<file path="config.mk">
export PLATFORM = sky130hd
export DESIGN_NAME = branch_resolve_unit_flat
export DESIGN_NICKNAME = d
export VERILOG_FILES = /design/src/rtl/branch_resolve_if.sv /design/src/rtl/branch_resolve_unit.sv /design/src/flat_wrapper.sv
export SDC_FILE = /design/constraint.sdc
export NUM_CORES = 1
export LEC_CHECK = 0
export CELL_PAD_IN_SITES_DETAIL_PLACEMENT = 1
export CELL_PAD_IN_SITES_GLOBAL_PLACEMENT = 2
export CORE_UTILIZATION = 35
export CTS_CLUSTER_DIAMETER = 200
export DETAILED_ROUTE_END_ITERATION = 16
export DONT_BUFFER_PORTS = 1
export GPL_TIMING_DRIVEN = 0
export HOLD_SLACK_MARGIN = 0.02
export PLACE_DENSITY_LB_ADDON = 0.1
export SYNTH_ARGS = -nofsm -noshare
export SYNTH_HDL_FRONTEND = slang
export SYNTH_SLANG_ARGS = --single-unit
export TNS_END_PERCENT = 100
</file>
<file path="constraint.sdc">
create_clock -name clk -period 10.7 [get_ports clk]
set_input_delay 2.14 -clock clk [delete_from_list [all_inputs] [get_ports clk]]
set_output_delay 2.14 -clock clk [all_outputs]
set_load 0.01 [all_outputs]
</file>
<file path="src/rtl/branch_resolve_if.sv">
// branch_resolve_if: EX-side branch inputs and MEM-side update/redirect outputs (stat ports under BRU_STATS_EN)
interface branch_resolve_if #(parameter int XLEN = 32);
  logic            ex_valid;
  logic            ex_stall;
  logic            ex_is_branch;
  logic [2:0]      ex_funct3;
  logic [XLEN-1:0] ex_pc;
  logic [XLEN-1:0] ex_rs1;
  logic [XLEN-1:0] ex_rs2;
  logic [XLEN-1:0] ex_imm;
  logic            ex_pred_taken;
  logic            ex_pred_hit;
  logic [XLEN-1:0] ex_pred_target;
  logic            upd_valid;
  logic [XLEN-1:0] mem_pc;
  logic            mem_is_taken;
  logic [XLEN-1:0] t_addr;
  logic            miss_predict;
  logic            redirect;
  logic [XLEN-1:0] redirect_pc;
  logic            squash;
`ifdef BRU_STATS_EN
  logic [XLEN-1:0] stat_branches;
  logic [XLEN-1:0] stat_mispredicts;
`endif
  modport master (
    output ex_valid, ex_stall, ex_is_branch, ex_funct3, ex_pc, ex_rs1, ex_rs2, ex_imm,
           ex_pred_taken, ex_pred_hit, ex_pred_target,
`ifdef BRU_STATS_EN
    input  stat_branches, stat_mispredicts,
`endif
    input  upd_valid, mem_pc, mem_is_taken, t_addr, miss_predict, redirect, redirect_pc, squash
  );
  modport slave (
    input  ex_valid, ex_stall, ex_is_branch, ex_funct3, ex_pc, ex_rs1, ex_rs2, ex_imm,
           ex_pred_taken, ex_pred_hit, ex_pred_target,
`ifdef BRU_STATS_EN
    output stat_branches, stat_mispredicts,
`endif
    output upd_valid, mem_pc, mem_is_taken, t_addr, miss_predict, redirect, redirect_pc, squash
  );
endinterface

</file>
<file path="src/rtl/branch_resolve_unit.sv">
// branch_resolve_unit: resolves EX branches, registers MEM update/redirect, squashes wrong path on mispredict.
// Optional BRU_STATS_EN adds saturating branch/mispredict counters.
module branch_resolve_unit #(
  parameter int XLEN         = 32,
  parameter int FLUSH_CYCLES = 2
) (
  input logic             clk,
  input logic             rst,
  branch_resolve_if.slave bus
);
  typedef enum logic {IDLE, FLUSH} state_t;
  state_t          state_q, state_d;
  logic [3:0]      cnt_q, cnt_d;
  logic            upd_q, upd_d, miss_q, miss_d, taken_q, taken_d;
  logic [XLEN-1:0] mem_pc_q, mem_pc_d, t_addr_q, t_addr_d, rpc_q, rpc_d;
  logic            eq, lt, ltu, legal, taken, accept, mispredict;
  logic [XLEN-1:0] target, fall, actual_next, pred_next;
  always_comb begin
    eq          = bus.ex_rs1 == bus.ex_rs2;
    lt          = $signed(bus.ex_rs1) < $signed(bus.ex_rs2);
    ltu         = bus.ex_rs1 < bus.ex_rs2;
    legal       = bus.ex_funct3[2] | ~bus.ex_funct3[1];
    // funct3[0] inverts the base comparison (BNE/BGE/BGEU)
    taken       = (bus.ex_funct3[2] ? (bus.ex_funct3[1] ? ltu : lt) : eq) ^ bus.ex_funct3[0];
    target      = bus.ex_pc + bus.ex_imm;
    fall        = bus.ex_pc + XLEN'(4);
    actual_next = taken ? target : fall;
    pred_next   = (bus.ex_pred_taken & bus.ex_pred_hit) ? bus.ex_pred_target : fall;
    mispredict  = actual_next != pred_next;
    accept      = bus.ex_valid & bus.ex_is_branch & ~bus.ex_stall & (state_q == IDLE) & legal;
    state_d     = state_q;
    cnt_d       = cnt_q;
    if (state_q == FLUSH) begin
      state_d = (cnt_q == 4'd0) ? IDLE : FLUSH;
      cnt_d   = (cnt_q == 4'd0) ? 4'd0 : cnt_q - 4'd1;
    end else if (accept & mispredict) begin
      state_d = FLUSH;
      cnt_d   = 4'(FLUSH_CYCLES - 1);
    end
    upd_d    = accept;
    miss_d   = accept & mispredict;
    mem_pc_d = accept ? bus.ex_pc : mem_pc_q;
    taken_d  = accept ? taken : taken_q;
    t_addr_d = accept ? target : t_addr_q;
    rpc_d    = accept ? actual_next : rpc_q;
  end
  always_ff @(posedge clk) begin
    if (!rst) begin
      state_q  <= IDLE;
      cnt_q    <= '0;
      upd_q    <= 1'b0;
      miss_q   <= 1'b0;
      taken_q  <= 1'b0;
      mem_pc_q <= '0;
      t_addr_q <= '0;
      rpc_q    <= '0;
    end else begin
      state_q  <= state_d;
      cnt_q    <= cnt_d;
      upd_q    <= upd_d;
      miss_q   <= miss_d;
      taken_q  <= taken_d;
      mem_pc_q <= mem_pc_d;
      t_addr_q <= t_addr_d;
      rpc_q    <= rpc_d;
    end
  end
  assign bus.upd_valid    = upd_q;
  assign bus.mem_pc       = mem_pc_q;
  assign bus.mem_is_taken = taken_q;
  assign bus.t_addr       = t_addr_q;
  assign bus.miss_predict = miss_q;
  assign bus.redirect     = miss_q;
  assign bus.redirect_pc  = rpc_q;
  assign bus.squash       = state_q == FLUSH;
`ifdef BRU_STATS_EN
  logic [XLEN-1:0] stat_br_q, stat_br_d, stat_mp_q, stat_mp_d;
  always_comb begin
    stat_br_d = stat_br_q + XLEN'(accept & ~&stat_br_q);
    stat_mp_d = stat_mp_q + XLEN'(accept & mispredict & ~&stat_mp_q);
  end
  always_ff @(posedge clk) begin
    if (!rst) begin
      stat_br_q <= '0;
      stat_mp_q <= '0;
    end else begin
      stat_br_q <= stat_br_d;
      stat_mp_q <= stat_mp_d;
    end
  end
  assign bus.stat_branches    = stat_br_q;
  assign bus.stat_mispredicts = stat_mp_q;
`endif
endmodule

</file>
<file path="src/flat_wrapper.sv">
// flat-port wrapper written by rule: the top's interface ports become plain ports
module branch_resolve_unit_flat 
#(
  parameter int XLEN         = 32,
  parameter int FLUSH_CYCLES = 2
)
  (clk, rst, bus_ex_valid, bus_ex_stall, bus_ex_is_branch, bus_ex_funct3, bus_ex_pc, bus_ex_rs1, bus_ex_rs2, bus_ex_imm, bus_ex_pred_taken, bus_ex_pred_hit, bus_ex_pred_target, bus_upd_valid, bus_mem_pc, bus_mem_is_taken, bus_t_addr, bus_miss_predict, bus_redirect, bus_redirect_pc, bus_squash);
  branch_resolve_if #(.XLEN(XLEN)) bus_i ();
  input logic clk;
  input logic rst;
  input wire logic [$bits(bus_i.ex_valid)-1:0] bus_ex_valid;
  input wire logic [$bits(bus_i.ex_stall)-1:0] bus_ex_stall;
  input wire logic [$bits(bus_i.ex_is_branch)-1:0] bus_ex_is_branch;
  input wire logic [$bits(bus_i.ex_funct3)-1:0] bus_ex_funct3;
  input wire logic [$bits(bus_i.ex_pc)-1:0] bus_ex_pc;
  input wire logic [$bits(bus_i.ex_rs1)-1:0] bus_ex_rs1;
  input wire logic [$bits(bus_i.ex_rs2)-1:0] bus_ex_rs2;
  input wire logic [$bits(bus_i.ex_imm)-1:0] bus_ex_imm;
  input wire logic [$bits(bus_i.ex_pred_taken)-1:0] bus_ex_pred_taken;
  input wire logic [$bits(bus_i.ex_pred_hit)-1:0] bus_ex_pred_hit;
  input wire logic [$bits(bus_i.ex_pred_target)-1:0] bus_ex_pred_target;
  output wire logic [$bits(bus_i.upd_valid)-1:0] bus_upd_valid;
  output wire logic [$bits(bus_i.mem_pc)-1:0] bus_mem_pc;
  output wire logic [$bits(bus_i.mem_is_taken)-1:0] bus_mem_is_taken;
  output wire logic [$bits(bus_i.t_addr)-1:0] bus_t_addr;
  output wire logic [$bits(bus_i.miss_predict)-1:0] bus_miss_predict;
  output wire logic [$bits(bus_i.redirect)-1:0] bus_redirect;
  output wire logic [$bits(bus_i.redirect_pc)-1:0] bus_redirect_pc;
  output wire logic [$bits(bus_i.squash)-1:0] bus_squash;
  assign bus_i.ex_valid = bus_ex_valid;
  assign bus_i.ex_stall = bus_ex_stall;
  assign bus_i.ex_is_branch = bus_ex_is_branch;
  assign bus_i.ex_funct3 = bus_ex_funct3;
  assign bus_i.ex_pc = bus_ex_pc;
  assign bus_i.ex_rs1 = bus_ex_rs1;
  assign bus_i.ex_rs2 = bus_ex_rs2;
  assign bus_i.ex_imm = bus_ex_imm;
  assign bus_i.ex_pred_taken = bus_ex_pred_taken;
  assign bus_i.ex_pred_hit = bus_ex_pred_hit;
  assign bus_i.ex_pred_target = bus_ex_pred_target;
  assign bus_upd_valid = bus_i.upd_valid;
  assign bus_mem_pc = bus_i.mem_pc;
  assign bus_mem_is_taken = bus_i.mem_is_taken;
  assign bus_t_addr = bus_i.t_addr;
  assign bus_miss_predict = bus_i.miss_predict;
  assign bus_redirect = bus_i.redirect;
  assign bus_redirect_pc = bus_i.redirect_pc;
  assign bus_squash = bus_i.squash;
  branch_resolve_unit #(.XLEN(XLEN), .FLUSH_CYCLES(FLUSH_CYCLES)) u_core (.clk(clk), .rst(rst), .bus(bus_i));
endmodule
</file>
==> reports/summary.txt <==
Die X: 162 µm
CP peak stage delay: 1060 ps
total power: 1.22 mW
leading area contributor after synthesis: dfxtp_1
LEAKAGE: 3.63 nW
RSZ-0062 raised after global routing: false
DRC: 0
Seq/Total Area, Yosys: 0.231
Synth Net Count: 1466
max-cap viol count: 0
Die Y-Extent: 162 µm
I/O Pins: 271
CTS tree: yes
Die ar.: 26400 µm²
Pins Over Slew Limit: 0
initial core utilization: 0.358
critical path cell sequence: ha_1, a21o_1, and4_1, nor2_1, o31ai_1, a21oi_1, o311ai_0, mux2i_1, xor2_1, a41oi_1, nor4_4, a21oi_2, o21a_1
Post-synth EDFFs: 0
#FFs+latches synth: 104
relative slew slack: 0.0746
TritonCTS Buffers: 9
1st-pass router iterations: 5
via count: 9163
Mapped Area: 9000 µm²
Core Rows: 58
Max clock buf depth: 2
fmax: 0.150 GHz
clock root cell: clkbuf_16
DP HPWL: 32500 µm
Area contributors post-synth: dfxtp_1 (23%), ha_1 (9.2%), nand2_1 (8.3%)
worst path required time: 10960 ps
critical path's slowest cell: o311ai_0
clock slew at reported path FFs: 80 ps
H-tree depth: 3
setup slack after layout: 4050 ps
status: finished clean
path type of the worst setup path: input pin to register
WL final: 38900 µm
Worst IR Drop VDD: 0.0764 mV
final setup fails: 0
routed vias/inst: 5.82
area of the core: 25200 µm²
Overflow after GRT: 0
synthesized area per cell: 7.33 µm²
Hold Fails Final Rpt: 0
area delta synth->final: 7.98%
R2R cell count: 7
IO buf count: 0
ratio of cells with drive above 1 in the final layout: 0.0322
CTS hold repair buffers: 0
setup TNS: 0 ps
min Tclk post-route: 6650 ps
Detail Route Antenna Nets: 0
overall routing resource usage: 0.290
Final #Nets: 1477
Final period util: 0.621
first-pass GRT wire length: 56800 µm
worst-skew pair later-pin latency: 360 ps
mux contribution to synthesized area: 0.0138
PwrDens: 126 nW/µm²
most common cell after layout, fill and taps aside: nand2_1
Slew @ Worst Pin: 1380 ps
min-delay worst type: register to register
post-synth top area share: 0.231
Post-CTS Setup Inserts: 0
CTS sink count: 104
most frequent cells in the layout: nand2_1 (198), a21oi_1 (146), dfxtp_1 (104)
WHS Path Cells: 2
vias in the first global route: 9013
# resized after CTS: 0
ys flop type: dfxtp_1
Detailed Route Iter0 Violations: 541
nature of the critical path endpoint: register
Unique masters post-synth: 80
gp weighted congestion: 0.915
share of synthesized cell area in full adder, half adder and majority cells: 0.0939
Crit Path Max Fanout: 5
Post-Place Worst Slack: 3640 ps
CP Data Arrival Time: 6910 ps
Synth Area in XOR/XNOR: 0.127
Max Clock Skew: 7.20 ps
ys async rst share: 0
Synth Area in Compound Gates: 0.232
startpoint types: input pin
largest family of logic cells by synthesized area: simple AND/OR/NAND/NOR gates
cells after synthesis: 1229
pin count of the biggest net entering global routing: 19
Diodes inserted: 0
Yosys warnings: 0
initial antenna violation count: 0
simple-gate share of the synthesized area: 0.252
WL per Instance: 24.7 µm
-- critical path: cells and delay by family --
kind	cells	cell delay [ps]
multiplexers	1	380
AND/OR/NAND/NOR	3	1000
AO/OA/AOI/OAI	7	2880
XOR/XNOR	1	230
adder cells (fa/ha/maj)	1	260
-- cell type report --
type                    count  area [µm²]
plain buffers              64         255
well taps                 330         413
clock buffers               9         225
inverters                  51         191
flip-flops and latches    104        2080
multi-input cells        1010        6480
fillers                  3211       15500
clock inverters             6        73.8
-- kinds of logic (layout without fill, tap and decap cells) --
| family | count (synthesis) | count (layout) |
|---|---|---|
| AO/OA/AOI/OAI | 326 | 326 |
| AND/OR/NAND/NOR | 482 | 482 |
| flip-flops | 104 | 104 |
| multiplexers | 12 | 12 |
| adder cells (fa/ha/maj) | 67 | 67 |
| XOR/XNOR | 123 | 123 |
| buffers and inverters | 115 | 130 |
-- synthesized netlist by cell type (8+ instances only) --
| cell | instances |
|---|---|
| nand4_1 | 20 |
| a211oi_1 | 26 |
| a21oi_1 | 146 |
| nand2_1 | 198 |
| nand3_1 | 36 |
| xnor2_1 | 67 |
| xor2_1 | 51 |
| inv_1 | 51 |
| clkbuf_1 | 60 |
| ha_1 | 66 |
| a21o_1 | 16 |
| o21ai_0 | 38 |
| and2_1 | 10 |
| nor4_1 | 16 |
| and3_1 | 8 |
| nor3_1 | 35 |
| mux2i_1 | 9 |
| nor2_1 | 103 |
| dfxtp_1 | 104 |
-- path summary, 6_finish.rpt --
kind | startpoint | endpoint | slack (ps)
worst min-delay path | u_core.bus.mem_pc[25] | u_core.bus.mem_pc[25] | 500
worst max register to register | u_core.bus.squash | u_core.bus.t_addr[16] | 8180
worst min register to register | u_core.bus.mem_pc[25] | u_core.bus.mem_pc[25] | 500
worst max-delay path | bus_ex_imm[1] | u_core.bus.squash | 4050
-- stage by stage --
step | area [µm²] | util | instances | hold WS (ps)
2_1_floorplan | 9000 | - | 1229 | 476
3_3_place_gp | 9420 | 0.374 | 1559 | 489
3_5_place_dp | 9420 | 0.374 | 1559 | 495
4_1_cts | 9720 | 0.386 | 1574 | 504
5_1_grt | 9720 | 0.386 | 1574 | 519
6_report | 9720 | 0.386 | 1574 | 502
-- state kept, by name, summed over array words and instances, names as in the netlist --
signal                   count
u_core.bus.redirect_pc      32
u_core.bus.squash            1
u_core.bus.miss_predict      1
u_core.bus.upd_valid         1
u_core.bus.mem_is_taken      1
u_core.cnt_q                 4
u_core.bus.t_addr           32
u_core.bus.mem_pc           32
-- metal layers --
layer  GRT usage  vias up  routed length, µm
met2       0.485      271              18100
met4      0.0613        0                612
met1       0.375     4444              17300
li1            -     4415                  -
met5           0        -                  0
met3      0.0723       33               2840
-- power breakdown --
part	switching [mW]	total, mW	internal, mW	leakage [nW]
combinational	0.293	0.452	0.159	2.65
sequential	0.0179	0.420	0.402	0.844
clock	0.166	0.350	0.184	0.140
(Power assumes the default switching activity.)
==> RTL edit 1, RTL diff (same flow settings) <==
`XLEN` is set to 32 in 3 places; all go to 16.
--- a/src/rtl/branch_resolve_if.sv
+++ b/src/rtl/branch_resolve_if.sv
@@ -1,5 +1,5 @@
 // branch_resolve_if: EX-side branch inputs and MEM-side update/redirect outputs (stat ports under BRU_STATS_EN)
-interface branch_resolve_if #(parameter int XLEN = 32);
+interface branch_resolve_if #(parameter int XLEN = 16);
   logic            ex_valid;
   logic            ex_stall;
   logic            ex_is_branch;
--- a/src/rtl/branch_resolve_unit.sv
+++ b/src/rtl/branch_resolve_unit.sv
@@ -1,7 +1,7 @@
 // branch_resolve_unit: resolves EX branches, registers MEM update/redirect, squashes wrong path on mispredict.
 // Optional BRU_STATS_EN adds saturating branch/mispredict counters.
 module branch_resolve_unit #(
-  parameter int XLEN         = 32,
+  parameter int XLEN         = 16,
   parameter int FLUSH_CYCLES = 2
 ) (
   input logic             clk,
--- a/src/flat_wrapper.sv
+++ b/src/flat_wrapper.sv
@@ -1,7 +1,7 @@
 // flat-port wrapper written by rule: the top's interface ports become plain ports
 module branch_resolve_unit_flat 
 #(
-  parameter int XLEN         = 32,
+  parameter int XLEN         = 16,
   parameter int FLUSH_CYCLES = 2
 )
   (clk, rst, bus_ex_valid, bus_ex_stall, bus_ex_is_branch, bus_ex_funct3, bus_ex_pc, bus_ex_rs1, bus_ex_rs2, bus_ex_imm, bus_ex_pred_taken, bus_ex_pred_hit, bus_ex_pred_target, bus_upd_valid, bus_mem_pc, bus_mem_is_taken, bus_t_addr, bus_miss_predict, bus_redirect, bus_redirect_pc, bus_squash);
Ports: changed (8 resized); port bits go from 271 to 143. The function was not compared with the original's and may differ.
==> RTL edit 1 against the unedited design <==
- design area decreased by 50%
- setup slack improved by 1.1 ns
- combinational power decreased by 56%
- die area decreased by 50%
- count of clock-buffer cells in the layout decreased by 4
- via count decreased by 53%
- sequential cell count decreased by 48
- synthesized area decreased by 50%
- largest cell class unchanged
- power decreased by 51%
- routed wire length decreased by 62%
==> RTL edit 1: results (changes against the unedited design) <==
| Metric | Value |
|---|---|
| H-tree lvl count | 2 (was 3) |
| Sequential share of the synthesized area | 24.94% (was 23.12%) |
| # nets final | 726 (was 1477) |
| Number of DRC markers in iteration 0 | 133 (was 541) |
| Placed Instance Area | 4710 sq um (was 9424 sq um) |
| Placer congestion estimate | 0.8589 (was 0.9152) |
| Worst slew margin | 51.22% (was 7.462%) |
| Distinct cells, synth | 68 (was 80) |
| Worst r2r path cells | 6 (was 7) |
| Filler cells | 1586 (was 3211) |
| Synth top cells by count | 101 x nand2_1, 72 x a21oi_1, 56 x dfxtp_1 (was 198 x nand2_1, 146 x a21oi_1, 104 x dfxtp_1) |
| Reg2reg setup slack | 8.50 ns (was 8.18 ns) |
| Hold Path Cell Cnt | 2 (unchanged) |
| Delay-heaviest family, CP | compound AO/OA/AOI/OAI gates (unchanged) |
| Outcome | finished clean (unchanged) |
| Share of layout cells above drive strength 1 | 4.500% (was 3.215%) |
| Hold Path Class | reg -> reg (unchanged) |
| Critical Path Max Stage Delay | 0.47 ns (was 1.06 ns) |
| Vias per cell | 5.562 (was 5.821) |
| Critical path fanouts, max | 6 (was 5) |
| First-pass GRT wire length | 22.42 mm (was 56.79 mm) |
| Syn Nets | 719 (was 1466) |
| WL/cell | 19.35 microns (was 24.71 microns) |
| Total global-route track usage | 22.27% (was 29.03%) |
| Clock Tree Root | clkbuf_16 (unchanged) |
| First-pass iteration count of the detailed router | 4 (was 5) |
| Quantity of hold-fixing buffers added after cts | 0 (unchanged) |
| Slowest CP cell | xnor2_1 (was o311ai_0) |
| Leak | 1.879 nW (was 3.630 nW) |
| Synth top area cells | dfxtp_1 25%, ha_1 9.5%, nand2_1 8.4% (was dfxtp_1 23%, ha_1 9.2%, nand2_1 8.3%) |
| Skew final | 0.002748 ns (was 0.007199 ns) |
| Peak VDD IR | 0.05865 mV (was 0.07637 mV) |
| Clock Latency Late Sink | 0.29 ns (was 0.36 ns) |
| Post-DP HPWL | 12.75 mm (was 32.46 mm) |
| Vias in the first global route | 4282 (was 9013) |
| Largest net degree at the start of global routing | 16 (was 19) |
| Num CTS Buffers | 5 (was 9) |
==> RTL edit 1: changes by cell type after synthesis, sizes merged, moves of 24 or more <==
cell,before,now
nand2,198,101
clkbuf,60,22
nor2,103,54
xnor2,67,32
a21oi,147,73
dfxtp,104,56
inv,51,27
ha,66,34
==> RTL edit 1: cell type report <==
cell class | instances | area [sq um] | share of cell area [%]
clock buffer | 5 | 125.1 | 2.572
tap | 172 | 215.2 | 4.424
inverter | 28 | 105.1 | 2.160
buffer | 29 | 127.6 | 2.623
sequential | 56 | 1121 | 23.05
clock inverter | 1 | 30.03 | 0.6173
multi-input combinational | 481 | 3141 | 64.56
==> RTL edit 1: per-layer routing <==
metal | track usage (%) | vias up | share of wire, % | wire length, microns
met5 | 0 | - | 0 | 0
met3 | 5.008 | 26 | 5.7 | 858
li1 | - | 2104 | - | -
met4 | 6.580 | 0 | 2.7 | 399
met2 | 40.72 | 113 | 50 | 7500
met1 | 25.67 | 2051 | 41 | 6181
==> RTL edit 1: worst paths after layout <==
kind / from / endpoint
max: bus_ex_imm[0] / u_core.cnt_q[1]$_SDFFE_PN0P_
min: u_core.bus.mem_pc[13]$_SDFFE_PN0P_ / u_core.bus.mem_pc[13]$_SDFFE_PN0P_
max reg2reg: u_core.bus.squash$_SDFF_PN0_ / u_core.bus.redirect_pc[14]$_SDFFE_PN0P_
min reg2reg: u_core.bus.mem_pc[13]$_SDFFE_PN0P_ / u_core.bus.mem_pc[13]$_SDFFE_PN0P_
==> RTL edit 1: worst register-to-register path, delay by kind of cell, from the launching register on <==
family / cells / cell delay [ns]
AND/OR/NAND/NOR: 2 / 0.30
flip-flops: 1 / 0.38
AO/OA/AOI/OAI: 3 / 1.00
buffers and inverters: 1 / 0.46
==> RTL edit 1: cells by family (layout without fill, tap and decap cells) <==
logic type / Yosys count / in the layout / share of synthesized area (%)
adder cells (fa/ha/maj): 35 / 35 / 9.911
XOR/XNOR: 63 / 63 / 13.42
multiplexers: 4 / 4 / 0.9187
flip-flops: 56 / 56 / 24.94
buffers and inverters: 57 / 63 / 5.178
AND/OR/NAND/NOR: 222 / 222 / 22.77
AO/OA/AOI/OAI: 157 / 157 / 22.86
==> RTL edit 1: stage by stage <==
step	cells	utilization (%)	total power [mW]	hold slack (ns)	worst slack, ns
after floorplan	594	-	0.3790	0.4762	5.595
after global routing	772	38.71	0.6351	0.5261	5.016
after CTS	772	38.71	0.6068	0.5032	5.165
after detailed placement	766	37.47	0.4295	0.4938	4.862
after global placement	766	37.47	0.4238	0.4945	4.924
final	772	38.71	0.6019	0.4997	5.152
==> RTL edit 1: where the power goes <==
| group | total (mW) | internal, mW | switching [mW] |
|---|---|---|---|
| Clock | 0.177 | 0.108 | 0.0695 |
| Combinational | 0.199 | 0.0766 | 0.122 |
| Sequential | 0.226 | 0.216 | 0.00938 |
==> RTL edit 2, RTL diff (same flow settings) <==
Without the edit above. `mem_pc_q` no longer has a reset.
--- a/src/rtl/branch_resolve_unit.sv
+++ b/src/rtl/branch_resolve_unit.sv
@@ -51,7 +51,6 @@
       upd_q    <= 1'b0;
       miss_q   <= 1'b0;
       taken_q  <= 1'b0;
-      mem_pc_q <= '0;
       t_addr_q <= '0;
       rpc_q    <= '0;
     end else begin
@@ -60,10 +59,13 @@
       upd_q    <= upd_d;
       miss_q   <= miss_d;
       taken_q  <= taken_d;
-      mem_pc_q <= mem_pc_d;
       t_addr_q <= t_addr_d;
       rpc_q    <= rpc_d;
     end
+  end
+
+  always_ff @(posedge clk) begin
+    mem_pc_q <= mem_pc_d;
   end
   assign bus.upd_valid    = upd_q;
   assign bus.mem_pc       = mem_pc_q;
Check against the original RTL: not equivalent (a bounded check fails within 4 cycles, from zero or initial values and one cycle with rst low).
==> RTL edit 2 against the unedited design <==
- sequential cell count is the same
- design area shrank 5.0%
- synthesized area shrank 5.6%
- routed wire length shrank 15%
- count of clock-buffer cells in the layout is the same
- setup slack gained 0.27 ns
- die area shrank 5.5%
- largest cell class unchanged
- highest routed layer unchanged
- power shrank 1.2%
==> RTL edit 2: results (changes against the unedited design) <==
| Metric | Value |
|---|---|
| Final Non-Filler Cells | 1409 (was 1574) |
| Worst slack, placed | 3.967 ns (was 3.641 ns) |
| GR Util met3 | 5.557% (was 7.232%) |
| Worst-margin pin slew | 1.167 ns (was 1.375 ns) |
| Placed Instance Area | 8940 sq um (was 9424 sq um) |
| First-pass iteration count of the detailed router | 4 (was 5) |
| Met1 usage | 33.75% (was 37.51%) |
| Largest net degree at the start of global routing | 24 (was 19) |
| First-pass GRT wire length | 48.08 mm (was 56.79 mm) |
| Outcome | finished clean (unchanged) |
| Peak VDD IR | 0.07189 mV (was 0.07637 mV) |
| Number of DRC markers in iteration 0 | 423 (was 541) |
| Share of layout cells above drive strength 1 | 4.037% (was 3.215%) |
| Synth top area cells | dfxtp_1 17%, edfxtp_1 11%, ha_1 9.7% (was dfxtp_1 23%, ha_1 9.2%, nand2_1 8.3%) |
| Layout area overhead | 8.669% (was 7.976%) |
| Placer congestion estimate | 0.8813 (was 0.9152) |
| # nets final | 1322 (was 1477) |
| Leak | 3.505 nW (was 3.630 nW) |
| Sequential share of the synthesized area | 28.26% (was 23.12%) |
| Post-synth EDFFs | 32 (was 0) |
| Slowest CP cell | xor2_1 (was o311ai_0) |
| Filler cells | 2908 (was 3211) |
| Routed WL | 32.94 mm (was 38.90 mm) |
| Met3 WL | 2.227 mm (was 2.841 mm) |
| Critical path origin | bus_ex_imm[0] (was bus_ex_imm[1]) |
| Post-DP HPWL | 27.68 mm (was 32.46 mm) |
| Synth Area in Adders | 9.950% (was 9.393%) |
| Synth top cells by count | 158 x nand2_1, 100 x a21oi_1, 76 x nor2_1 (was 198 x nand2_1, 146 x a21oi_1, 104 x dfxtp_1) |
| Xor and xnor area share after synthesis | 11.36% (was 12.74%) |
| Compound-gate portion of the synthesized area | 22.46% (was 23.16%) |
| Critical Path Max Stage Delay | 0.59 ns (was 1.06 ns) |
| Met1 WL | 14.54 mm (was 17.35 mm) |
| DR vias | 7987 (was 9163) |
| WP data arrival | 6.66 ns (was 6.91 ns) |
[RTL edit 2: path summary, 6_finish.rpt]
check | endpoint | slack (ns) | depth (start not counted)
worst max-delay path | u_core.cnt_q[2]$_SDFFE_PN0P_ | 4.32 | 15
worst min-delay path | u_core.bus.redirect_pc[26]$_SDFFE_PN0P_ | 0.51 | 2
worst max register to register | u_core.bus.mem_pc[17]$_DFFE_PP_ | 7.88 | 7
worst min register to register | u_core.bus.redirect_pc[26]$_SDFFE_PN0P_ | 0.51 | 2
[RTL edit 2: final cells by class]
class,count,share of cell area (%)
well taps,319,4.321
clock inverters,7,0.7856
flip-flops and latches,104,26.01
plain buffers,48,2.343
inverters,57,2.316
multi-input cells,864,61.49
repair buffers,1,0.2980
clock buffers,9,2.438
[RTL edit 2: power groups by stage]
stage	Clock, mW	Sequential, mW	Combinational (mW)
floorplan	0	0.443	0.293
global placement	0	0.448	0.418
detailed placement	0	0.448	0.423
CTS	0.353	0.438	0.426
global route	0.364	0.440	0.468
finish	0.341	0.438	0.428
